--- config.mk ---
export PLATFORM = sky130hd
export DESIGN_NAME = ps2_kbd_ctrl
export DESIGN_NICKNAME = d
export VERILOG_FILES = /design/src/rtl/ps2_kbd_ctrl.sv
export SDC_FILE = /design/constraint.sdc
export NUM_CORES = 1
export LEC_CHECK = 0
export ABC_AREA = 1
export BUFFER_PORTS_ARGS = -buffer_cell sky130_fd_sc_hd__buf_4
export CELL_PAD_IN_SITES_DETAIL_PLACEMENT = 1
export CELL_PAD_IN_SITES_GLOBAL_PLACEMENT = 2
export CORE_MARGIN = 5
export CORE_UTILIZATION = 39
export CTS_CLUSTER_SIZE = 25
export DETAILED_ROUTE_END_ITERATION = 16
export PLACE_DENSITY = 0.84
export SLEW_MARGIN = 20
export SYNTH_ARGS = -nofsm -noshare
export SYNTH_HDL_FRONTEND = slang
export SYNTH_SLANG_ARGS = --single-unit
--- constraint.sdc ---
create_clock -name clk -period 3.3 [get_ports clk]
set_input_delay 0.165 -clock clk [delete_from_list [all_inputs] [get_ports clk]]
set_output_delay 0.165 -clock clk [all_outputs]
set_load 0.01 [all_outputs]
--- src/rtl/ps2_kbd_ctrl.sv ---
// ps2_kbd_ctrl -- PS/2 Set-2 keyboard scan-code sequencer.
//
// Takes bytes from the PS/2 device-to-host receiver and decodes the E0
// (extended), F0 (break) and E1 (pause) prefixes. Each complete key event
// is written into a first-word-fall-through FIFO, and the system side
// drains that FIFO with a valid/ready handshake. The block also reports
// BAT success and keyboard error / overrun codes.
//
// Optional build macro: PS2_KBD_TIMEOUT_EN
//   When defined, a prefix state that sees no byte for TIMEOUT_CYC clocks
//   falls back to IDLE, so a lost byte cannot leave the decoder stuck.
//
// Ports:
//   clk       system clock
//   rst       synchronous active-high reset
//   rx_data   received byte
//   rx_rdy    one-cycle strobe, rx_data valid
//   ev_code   head event scan code (0 when FIFO empty)
//   ev_ext    head event had an E0 prefix
//   ev_brk    head event is a key release
//   ev_valid  FIFO not empty
//   ev_ready  consumer pops head when ev_valid & ev_ready
//   ovf       sticky: event dropped because FIFO was full
//   ovf_clr   clears ovf (a same-cycle set wins)
//   bat_ok    one-cycle pulse on AA received in IDLE
//   kbd_err   one-cycle pulse on FC/00/FF received in any state

module ps2_kbd_ctrl #(
   parameter int unsigned DEPTH       = 4,
   parameter int unsigned TIMEOUT_CYC = 200_000
) (
   input  logic       clk,
   input  logic       rst,
   input  logic [7:0] rx_data,
   input  logic       rx_rdy,
   output logic [7:0] ev_code,
   output logic       ev_ext,
   output logic       ev_brk,
   output logic       ev_valid,
   input  logic       ev_ready,
   output logic       ovf,
   input  logic       ovf_clr,
   output logic       bat_ok,
   output logic       kbd_err
);

   localparam int unsigned AW = $clog2(DEPTH);

   typedef enum logic [2:0] {
      S_IDLE,
      S_E0,
      S_F0,
      S_E0F0,
      S_SKIP
   } state_t;

   state_t      state, state_n;
   logic [2:0]  skip_cnt, skip_n;
   logic        push;
   logic [9:0]  push_ev;          // {code, ext, brk}
   logic        bat_n, err_n;
   logic        timeout;

   logic [9:0]  mem [DEPTH];
   logic [AW:0] wr_ptr, rd_ptr;
   logic        empty, full, pop, wr_en;

   // ---------------------------------------------------------------
   // Prefix decoder
   // ---------------------------------------------------------------
   always_ff @(posedge clk) begin
      if (rst) begin
         state    <= S_IDLE;
         skip_cnt <= '0;
         bat_ok   <= 1'b0;
         kbd_err  <= 1'b0;
      end else begin
         state    <= state_n;
         skip_cnt <= skip_n;
         bat_ok   <= bat_n;
         kbd_err  <= err_n;
      end
   end

   always_comb begin
      state_n = state;
      skip_n  = skip_cnt;
      push    = 1'b0;
      push_ev = '0;
      bat_n   = 1'b0;
      err_n   = 1'b0;

      if (rx_rdy) begin
         // Error codes abort any sequence in progress and never produce an event.
         if (rx_data inside {8'hFC, 8'h00, 8'hFF}) begin
            err_n   = 1'b1;
            state_n = S_IDLE;
            skip_n  = '0;
         end else begin
            case (state)
               S_IDLE: begin
                  case (rx_data)
                     8'hE0: state_n = S_E0;
                     8'hF0: state_n = S_F0;
                     8'hE1: begin
                        state_n = S_SKIP;
                        skip_n  = 3'd7;
                     end
                     8'hAA: bat_n = 1'b1;
                     8'hFA, 8'hEE, 8'hFE: ;
                     default: begin
                        push    = 1'b1;
                        push_ev = {rx_data, 1'b0, 1'b0};
                     end
                  endcase
               end
               S_E0: begin
                  if (rx_data == 8'hF0) begin
                     state_n = S_E0F0;
                  end else begin
                     state_n = S_IDLE;
                     // E0 12 is the fake-shift that some keys emit; drop it.
                     if (rx_data != 8'h12) begin
                        push    = 1'b1;
                        push_ev = {rx_data, 1'b1, 1'b0};
                     end
                  end
               end
               S_F0: begin
                  state_n = S_IDLE;
                  push    = 1'b1;
                  push_ev = {rx_data, 1'b0, 1'b1};
               end
               S_E0F0: begin
                  state_n = S_IDLE;
                  if (rx_data != 8'h12) begin
                     push    = 1'b1;
                     push_ev = {rx_data, 1'b1, 1'b1};
                  end
               end
               S_SKIP: begin
                  // Pause is E1 + 7 further bytes; report it once as {E1, ext}.
                  skip_n = skip_cnt - 3'd1;
                  if (skip_cnt == 3'd1) begin
                     state_n = S_IDLE;
                     push    = 1'b1;
                     push_ev = {8'hE1, 1'b1, 1'b0};
                  end
               end
               default: state_n = S_IDLE;
            endcase
         end
      end else if (timeout) begin
         state_n = S_IDLE;
      end
   end

`ifdef PS2_KBD_TIMEOUT_EN
   localparam int unsigned TW = (TIMEOUT_CYC > 1) ? $clog2(TIMEOUT_CYC) : 1;

   logic [TW-1:0] to_cnt;

   always_ff @(posedge clk) begin
      if (rst || rx_rdy || state == S_IDLE) begin
         to_cnt <= '0;
      end else begin
         to_cnt <= to_cnt + 1'b1;
      end
   end

   assign timeout = (state != S_IDLE) && (to_cnt == TW'(TIMEOUT_CYC - 1));
`else
   logic unused_timeout_cyc;

   assign unused_timeout_cyc = (TIMEOUT_CYC == 0);
   assign timeout            = 1'b0;
`endif

   // ---------------------------------------------------------------
   // Event FIFO (FWFT)
   // ---------------------------------------------------------------
   assign empty = (wr_ptr == rd_ptr);
   assign full  = (wr_ptr[AW] != rd_ptr[AW]) &&
                  (wr_ptr[AW-1:0] == rd_ptr[AW-1:0]);
   assign pop   = !empty && ev_ready;
   // A pop in the same cycle frees a slot, so a full FIFO still accepts.
   assign wr_en = push && (!full || pop);

   always_ff @(posedge clk) begin
      if (rst) begin
         wr_ptr <= '0;
         rd_ptr <= '0;
         ovf    <= 1'b0;
      end else begin
         if (wr_en) begin
            wr_ptr <= wr_ptr + 1'b1;
         end
         if (pop) begin
            rd_ptr <= rd_ptr + 1'b1;
         end
         if (push && !wr_en) begin
            ovf <= 1'b1;
         end else if (ovf_clr) begin
            ovf <= 1'b0;
         end
      end
   end

   always_ff @(posedge clk) begin
      if (wr_en) begin
         mem[wr_ptr[AW-1:0]] <= push_ev;
      end
   end

   assign ev_valid                 = !empty;
   assign {ev_code, ev_ext, ev_brk} = empty ? '0 : mem[rd_ptr[AW-1:0]];

endmodule
==> qor.yml, run 1 <==
status:
  outcome: "complete, no violations"
route:
  drc: 0
  drtIter0Drc: 90
  wire_per_inst_um: 14.6
  drt-met1-wl_mm: 3.06
  met3_length_um: 216
  postRouteAntennaNets: 0
  routed_wl_mm: 6.79
  maxUsedRoutingLayer: "met4"
  wl_met2_mm: 3.45
  firstDrtPassIters: 3
  vias: 2230
  vias_per_cell: 4.79
final_layout:
  final_cell_area_um2: 3380
  drive_gt1_share_pct: 20.2
  instances_no_fill: 466
  syn2layout_area_growth_pct: 17.1
  diodes: 0
  nets: 382
clock_tree:
  numCtsBuffers: 9
  ctsHoldBuffers: 0
  ctsResizeCount: 0
  clockBufferDepth: 2
  clock_latency_ns: 0.34
  post_cts_buffers: 0
  cts_tree: "done"
  cts_root_buffer: "clkbuf_8"
  cts.clk_slew.worst_paths_ns: 0.07
  cts_max_level: 3
  clock-sinks: 57
yosys:
  netlist_top_cells_count: "65 x nand2_1, 58 x nor2_1, 42 x inv_1, 40 x edfxtp_1, 17 x dfxtp_1"
  synthTopCellsByArea: "edfxtp_1 42%, dfxtp_1 12%, nand2_1 8.4%"
  synthCells: 332
  synth-main-ff-cell: "edfxtp_1"
  synth_simple_gate_area_share_pct: 25.9
  synth_warnings: 0
  synthXorXnorAreaFrac_pct: 1.21
  synth.avg_cell_area_um2: 8.71
  synth_edf_count: 40
  synth-compound-area-share_pct: 9.39
  synth_top_area_cell: "edfxtp_1"
  syn_area_um2: 2890
  netlist.area_leader.share_pct: 41.6
  synthDistinctLibCells: 30
  synth_top_family_by_area: "simple AND/OR/NAND/NOR gates"
  synth_mux_area_share_pct: 0
  ys_ff_latch: 57
  synth_fa_ha_area_share_pct: 3.03
  async_reset_ff_share_pct: 0
  seq_area_frac_synth_pct: 53.3
  synth_most_common_cell: "nand2_1"
  syn_nets: 352
power_and_ir_drop:
  seq_power_share_pct: 43.1
  power_leakage_nw: 1.48
  ir_drop_uv: 227
  power_mw: 2.10
  p_int_mw: 1.42
  p_switching_mw: 0.677
  clkPwrFrac_pct: 31.2
  power_density_nw_per_um2: 621
  p_comb_share_pct: 25.7
  swShare_pct: 32.3
flow_run:
  cap_violations: 0
setup_path:
  reg2reg_to: "mem[3][6]"
  timing.rr.start: "state[1]"
  arrival_ns: 2.38
  cp_data_required_time_ns: 3.25
  crit_path_end_kind: "register"
  reg2reg_setup_slack_ns: 0.87
  rr_worst_depth: 7
  critPathKind: "register to register"
  path_max_fanout: 10
  start_kind: "register"
die:
  dieArea_um2: 9230
  die_x_um: 96.1
  coreArea_um2: 7250
  initial_core_util_pct: 39.8
  ios: 27
  die_y_um: 96.1
  fp-row-count: 31
place:
  dp_hpwl_mm: 5.10
  io_buffers: 26
  place_inst: 450
  place_congestion: 0.713
  dpl_cell_area_um2: 3190
global_route:
  grtUsageTotal_pct: 16.8
  grt_max_degree: 22
  grt_pass1_vias: 2417
  grt_overflow: 0
  antenna_found_initial: 0
  grt_pass1_wl_mm: 11.6
timing:
  worstMarginPinSlew_ns: 1.06
  whs_ns: 0.0647
  fin_worst_skew_ns: 0.0119
  slew_headroom_pct: 29.1
  max_freq_mhz: 412
  maxSlewViolCount: 0
  rsz0062_at_grt: "false"
  hold_viol_final: 0
  period_share_pct: 73.6
  finalSetupViolations: 0
  tns_ns: 0
  post-route-min-period_ns: 2.43
hold_path:
  min_path_type: "primary input to register"
  hold_path_end: "wr_ptr[2]"
  hold_depth: 2
  hold_start: "rst"
## metrics by stage
step                      util, %  worst slack (ns)
after global placement       43.9             0.920
after global routing         46.6             0.606
after floorplan                 -              1.41
after detailed placement     43.9             0.842
final                        46.6             0.873
after CTS                    46.6             0.809
## critical path: stages (launching register included)
cell,delay [ns]
dfxtp_1,0.37
nor2_2,0.19
inv_2,0.08
nor2_2,0.17
nand3_2,0.15
nand2_2,0.14
nand3_4,0.12
nor2_1,0.82
## power by group through the flow
stage / Sequential (mW) / Clock (mW) / Combinational (mW)
floorplan: 0.881 / 0 / 0.375
global placement: 0.918 / 0 / 0.537
detailed placement: 0.923 / 0 / 0.552
CTS: 0.907 / 0.677 / 0.554
global route: 0.916 / 0.715 / 0.614
finish: 0.905 / 0.655 / 0.540
## cell type report
class | instances | area, um^2
Fill cell | 877 | 3870
Sequential cell | 57 | 1540
Multi-Input combinational cell | 220 | 1140
Timing Repair Buffer | 27 | 203
Inverter | 47 | 176
Clock buffer | 11 | 141
Tap cell | 99 | 124
Clock inverter | 5 | 55.1
## state kept, by name (all words and copies together) (netlist names), named ones only
| register | cells |
|---|---|
| skip_cnt | 3 |
| rd_ptr | 3 |
| mem | 40 |
| kbd_err | 1 |
| ovf | 1 |
| state | 3 |
| bat_ok | 1 |
| wr_ptr | 3 |
## routing by layer
layer,GRT usage (%),vias up
met5,0,-
met4,6.04,0
met3,4.07,6
met2,29.2,23
met1,20.1,1054
li1,-,1147
## cells in the final DEF (no fill, tap or decap), drive strengths merged
master and instances:
a31oi 1, clkinv 2, bufinv 1, o32ai 10, nand4 4, o21ai 18
and2 1, clkbuf 11, ha 7, dfxtp 17, edfxtp 40, xor2 4
nand2 74, nor2 69, buf 27, clkinvlp 2, nand3 8, nor3 6
nor4 1, a21oi 16, inv 47, or2 1
## worst max-delay path by stage
stage,end,startpoint,cells past startpoint,slack (ns)
final,mem[3][6],state[1],7,0.87
after floorplan,mem[0][0],state[1],9,1.41
after global routing,ev_code[0],register,6,0.61
after detailed placement,mem[3][3],state[1],7,0.84
after global placement,mem[3][3],state[1],7,0.92
after CTS,ev_code[6],register,6,0.81
## logic make-up after synthesis
kind of cell,count (synthesis)
AOI/OAI and AO/OA,45
xor gates and xnor gates,4
adders and majority gates,7
buffers and inverters,55
DFF,57
and+or+nand+nor,164
No activity file was read; power rests on OpenSTA's default activity.
==> run 2, diff against run 1 <==
--- a/config.mk
+++ b/config.mk
@@ -10,10 +10,10 @@
 export CELL_PAD_IN_SITES_DETAIL_PLACEMENT = 1
 export CELL_PAD_IN_SITES_GLOBAL_PLACEMENT = 2
 export CORE_MARGIN = 5
-export CORE_UTILIZATION = 39
+export CORE_UTILIZATION = 36
 export CTS_CLUSTER_SIZE = 25
 export DETAILED_ROUTE_END_ITERATION = 16
-export PLACE_DENSITY = 0.84
+export PLACE_DENSITY = 0.79
 export SLEW_MARGIN = 20
 export SYNTH_ARGS = -nofsm -noshare
 export SYNTH_HDL_FRONTEND = slang
==> constraint.sdc (replaced) <==
create_clock -name clk -period 2.3 [get_ports clk]
set_input_delay 0.115 -clock clk [delete_from_list [all_inputs] [get_ports clk]]
set_output_delay 0.115 -clock clk [all_outputs]
set_load 0.01 [all_outputs]
==> run 2 against run 1 <==
Cell area is 0.52% higher. First-iteration DRC count is 70% lower. Clock power is 24% higher. Via count is 0.45% higher. Register-to-register slack worse by 0.42 ns. Critical path type is now register to primary output. Largest power group unchanged. Worst hold slack worse by 0.047 ns. Worst setup slack worse by 0.51 ns.
==> qor.yml, run 2 (synthesized netlist as in run 1, its figures left out) <==
status:
  outcome: "complete, no violations"
timing:
  worstMarginPinSlew_ns: 0.636  # -0.424 ns
  maxSlewViolCount: 0  # unchanged
  post-route-min-period_ns: 1.94
  hold_viol_final: 0  # unchanged
  period_share_pct: 84.3
  max_freq_mhz: 516
  rsz0062_at_grt: "false"
  finalSetupViolations: 0  # unchanged
  slew_headroom_pct: 57.6  # +28 points
  fin_worst_skew_ns: 0.00881  # -0.00313 ns
  tns_ns: 0  # unchanged
global_route:
  grt_pass1_wl_mm: 11.2  # -3.5%
  grt_max_degree: 21  # -4.5%
  grt_pass1_vias: 2325  # -3.8%
  grtUsageTotal_pct: 14.4  # -2.4 points
  grt_overflow: 0  # unchanged
  antenna_found_initial: 0  # unchanged
flow_run:
  cap_violations: 0  # unchanged
clock_tree:
  cts_tree: "done"
  clock_latency_ns: 0.33  # about the same
  post_cts_buffers: 0  # unchanged
  cts_max_level: 3  # unchanged
  numCtsBuffers: 9  # unchanged
  cts.clk_slew.worst_paths_ns: 0.07  # about the same
  ctsResizeCount: 0  # unchanged
  cts_root_buffer: "clkbuf_8"
  ctsHoldBuffers: 0  # unchanged
  clockBufferDepth: 2  # unchanged
  clock-sinks: 57  # unchanged
power_and_ir_drop:
  p_int_mw: 1.95  # +37%
  swShare_pct: 32.8  # +0.58 points
  p_switching_mw: 0.955  # +41%
  ir_drop_uv: 293  # +29%
  power_density_nw_per_um2: 855  # +38%
  power_leakage_nw: 1.50  # +1.3%
  p_comb_share_pct: 28.3  # +2.6 points
  seq_power_share_pct: 43.8  # +0.7 points
  clkPwrFrac_pct: 27.9  # -3.3 points
setup_path:
  crit_path_end_kind: "primary output"
  crit_path_top_delay_cell: "inv_1"
  critPathKind: "register to primary output"
  path_cells: "inv_1, nor2_1, o32ai_1, nand2_1, inv_1, buf_4"
  reg2reg_setup_slack_ns: 0.45  # -0.42 ns
  arrival_ns: 1.82  # -0.56 ns
  path_max_fanout: 20  # +10
  crit_path_frequent_cell: "inv_1"
  max_stage_delay_ns: 0.46  # -0.36 ns
  cp_top_family: "buffers and inverters"
  crit_buf_inv: 3  # +2
  start_kind: "register"
  cp_data_required_time_ns: 2.18  # -1.07 ns
  timing.rr.start: "state[1]"
die:
  coreArea_um2: 7770  # +7.1%
  initial_core_util_pct: 37.2  # -2.6 points
  dieArea_um2: 9920  # +7.5%
  fp-row-count: 32  # +3.2%
  die_x_um: 99.6  # +3.7%
  ios: 27  # unchanged
  die_y_um: 99.6  # +3.7%
final_layout:
  nets: 387  # +1.3%
  drive_gt1_share_pct: 21.2  # +1.1 points
  largest_register_ffs: 40  # unchanged
  final_common_cell: "nand2_1"
  diodes: 0  # unchanged
  layout_common_cells: "65 x nand2_1, 58 x nor2_1, 42 x inv_1"
  syn2layout_area_growth_pct: 17.7
  postLayoutCoreUtil_pct: 43.8  # -2.9 points
hold_path:
  hold_start: "rst"
  min_path_type: "primary input to register"
route:
  vias_per_cell: 4.73  # -1.2%
  postRouteAntennaNets: 0  # unchanged
  vias: 2240  # +0.45%
  routed_wl_mm: 6.55  # -3.6%
  drtIter0Drc: 27  # -70%
  drc: 0  # unchanged
  firstDrtPassIters: 4  # +1
  wire_per_inst_um: 13.8  # -5.2%
place:
  io_buffers: 26  # unchanged
  dp_hpwl_mm: 4.82  # -5.4%
  place_congestion: 0.735  # +3.1%
run 2: cell types whose count changed in the layout (fill, tap and decap cells not counted):
cell / previous run / this run
buf_4: 27 / 32
bufinv_16: 1 / 0
clkinv_2: 2 / 3
clkinv_4: 0 / 1
clkinvlp_4: 2 / 1
run 2: worst paths after layout:
check                 to  cells past startpoint
max reg2reg    mem[1][4]                      8
min            wr_ptr[2]                      2
min reg2reg  skip_cnt[1]                      2
max           ev_code[6]                      6
run 2: area by class of cell:
cell class | instances | area, um^2
clock buffer | 11 | 141
clock inverter | 5 | 31.3
fill | 946 | 4370
inverter | 47 | 176
multi-input combinational | 220 | 1140
sequential | 57 | 1540
tap | 102 | 128
timing repair buffer | 32 | 240
run 2: worst register-to-register path, stage by stage (launching register included):
cell	delay, ns
dfxtp_1	0.36
nor2_2	0.18
inv_2	0.08
nor2_2	0.17
nand3_2	0.14
nand2_2	0.13
nand3_4	0.13
nor2_1	0.12
buf_4	0.22
run 2: power by group through the flow:
| stage | combinational (mW) | sequential (mW) | clock [mW] |
|---|---|---|---|
| 3_3_place_gp | 0.827 | 1.29 | 0 |
| 4_1_cts | 0.846 | 1.28 | 0.841 |
| 5_1_grt | 0.939 | 1.29 | 0.883 |
| 3_5_place_dp | 0.842 | 1.30 | 0 |
| 6_report | 0.824 | 1.27 | 0.810 |
| 2_1_floorplan | 0.538 | 1.26 | 0 |
run 2: per-stage QoR:
stage          hold WS, ns  cells  setup slack, ns  total power [mW]  cell area [um^2]
6_report            0.0177    474            0.360              2.91              3400
4_1_cts            0.00938    474            0.284              2.96              3400
3_3_place_gp         0.367    458            0.433              2.12              3230
3_5_place_dp         0.372    458            0.437              2.14              3230
5_1_grt             0.0224    474            0.112              3.11              3400
2_1_floorplan        0.256    332            0.406              1.80              2890
run 2: routing by layer:
metal	GRT usage, %	up-vias	part of all wire, %
met3	2.59	12	3.0
met2	24.1	23	50
met4	5.99	0	1.7
met1	18.3	1050	45
li1	-	1155	-
met5	0	-	0
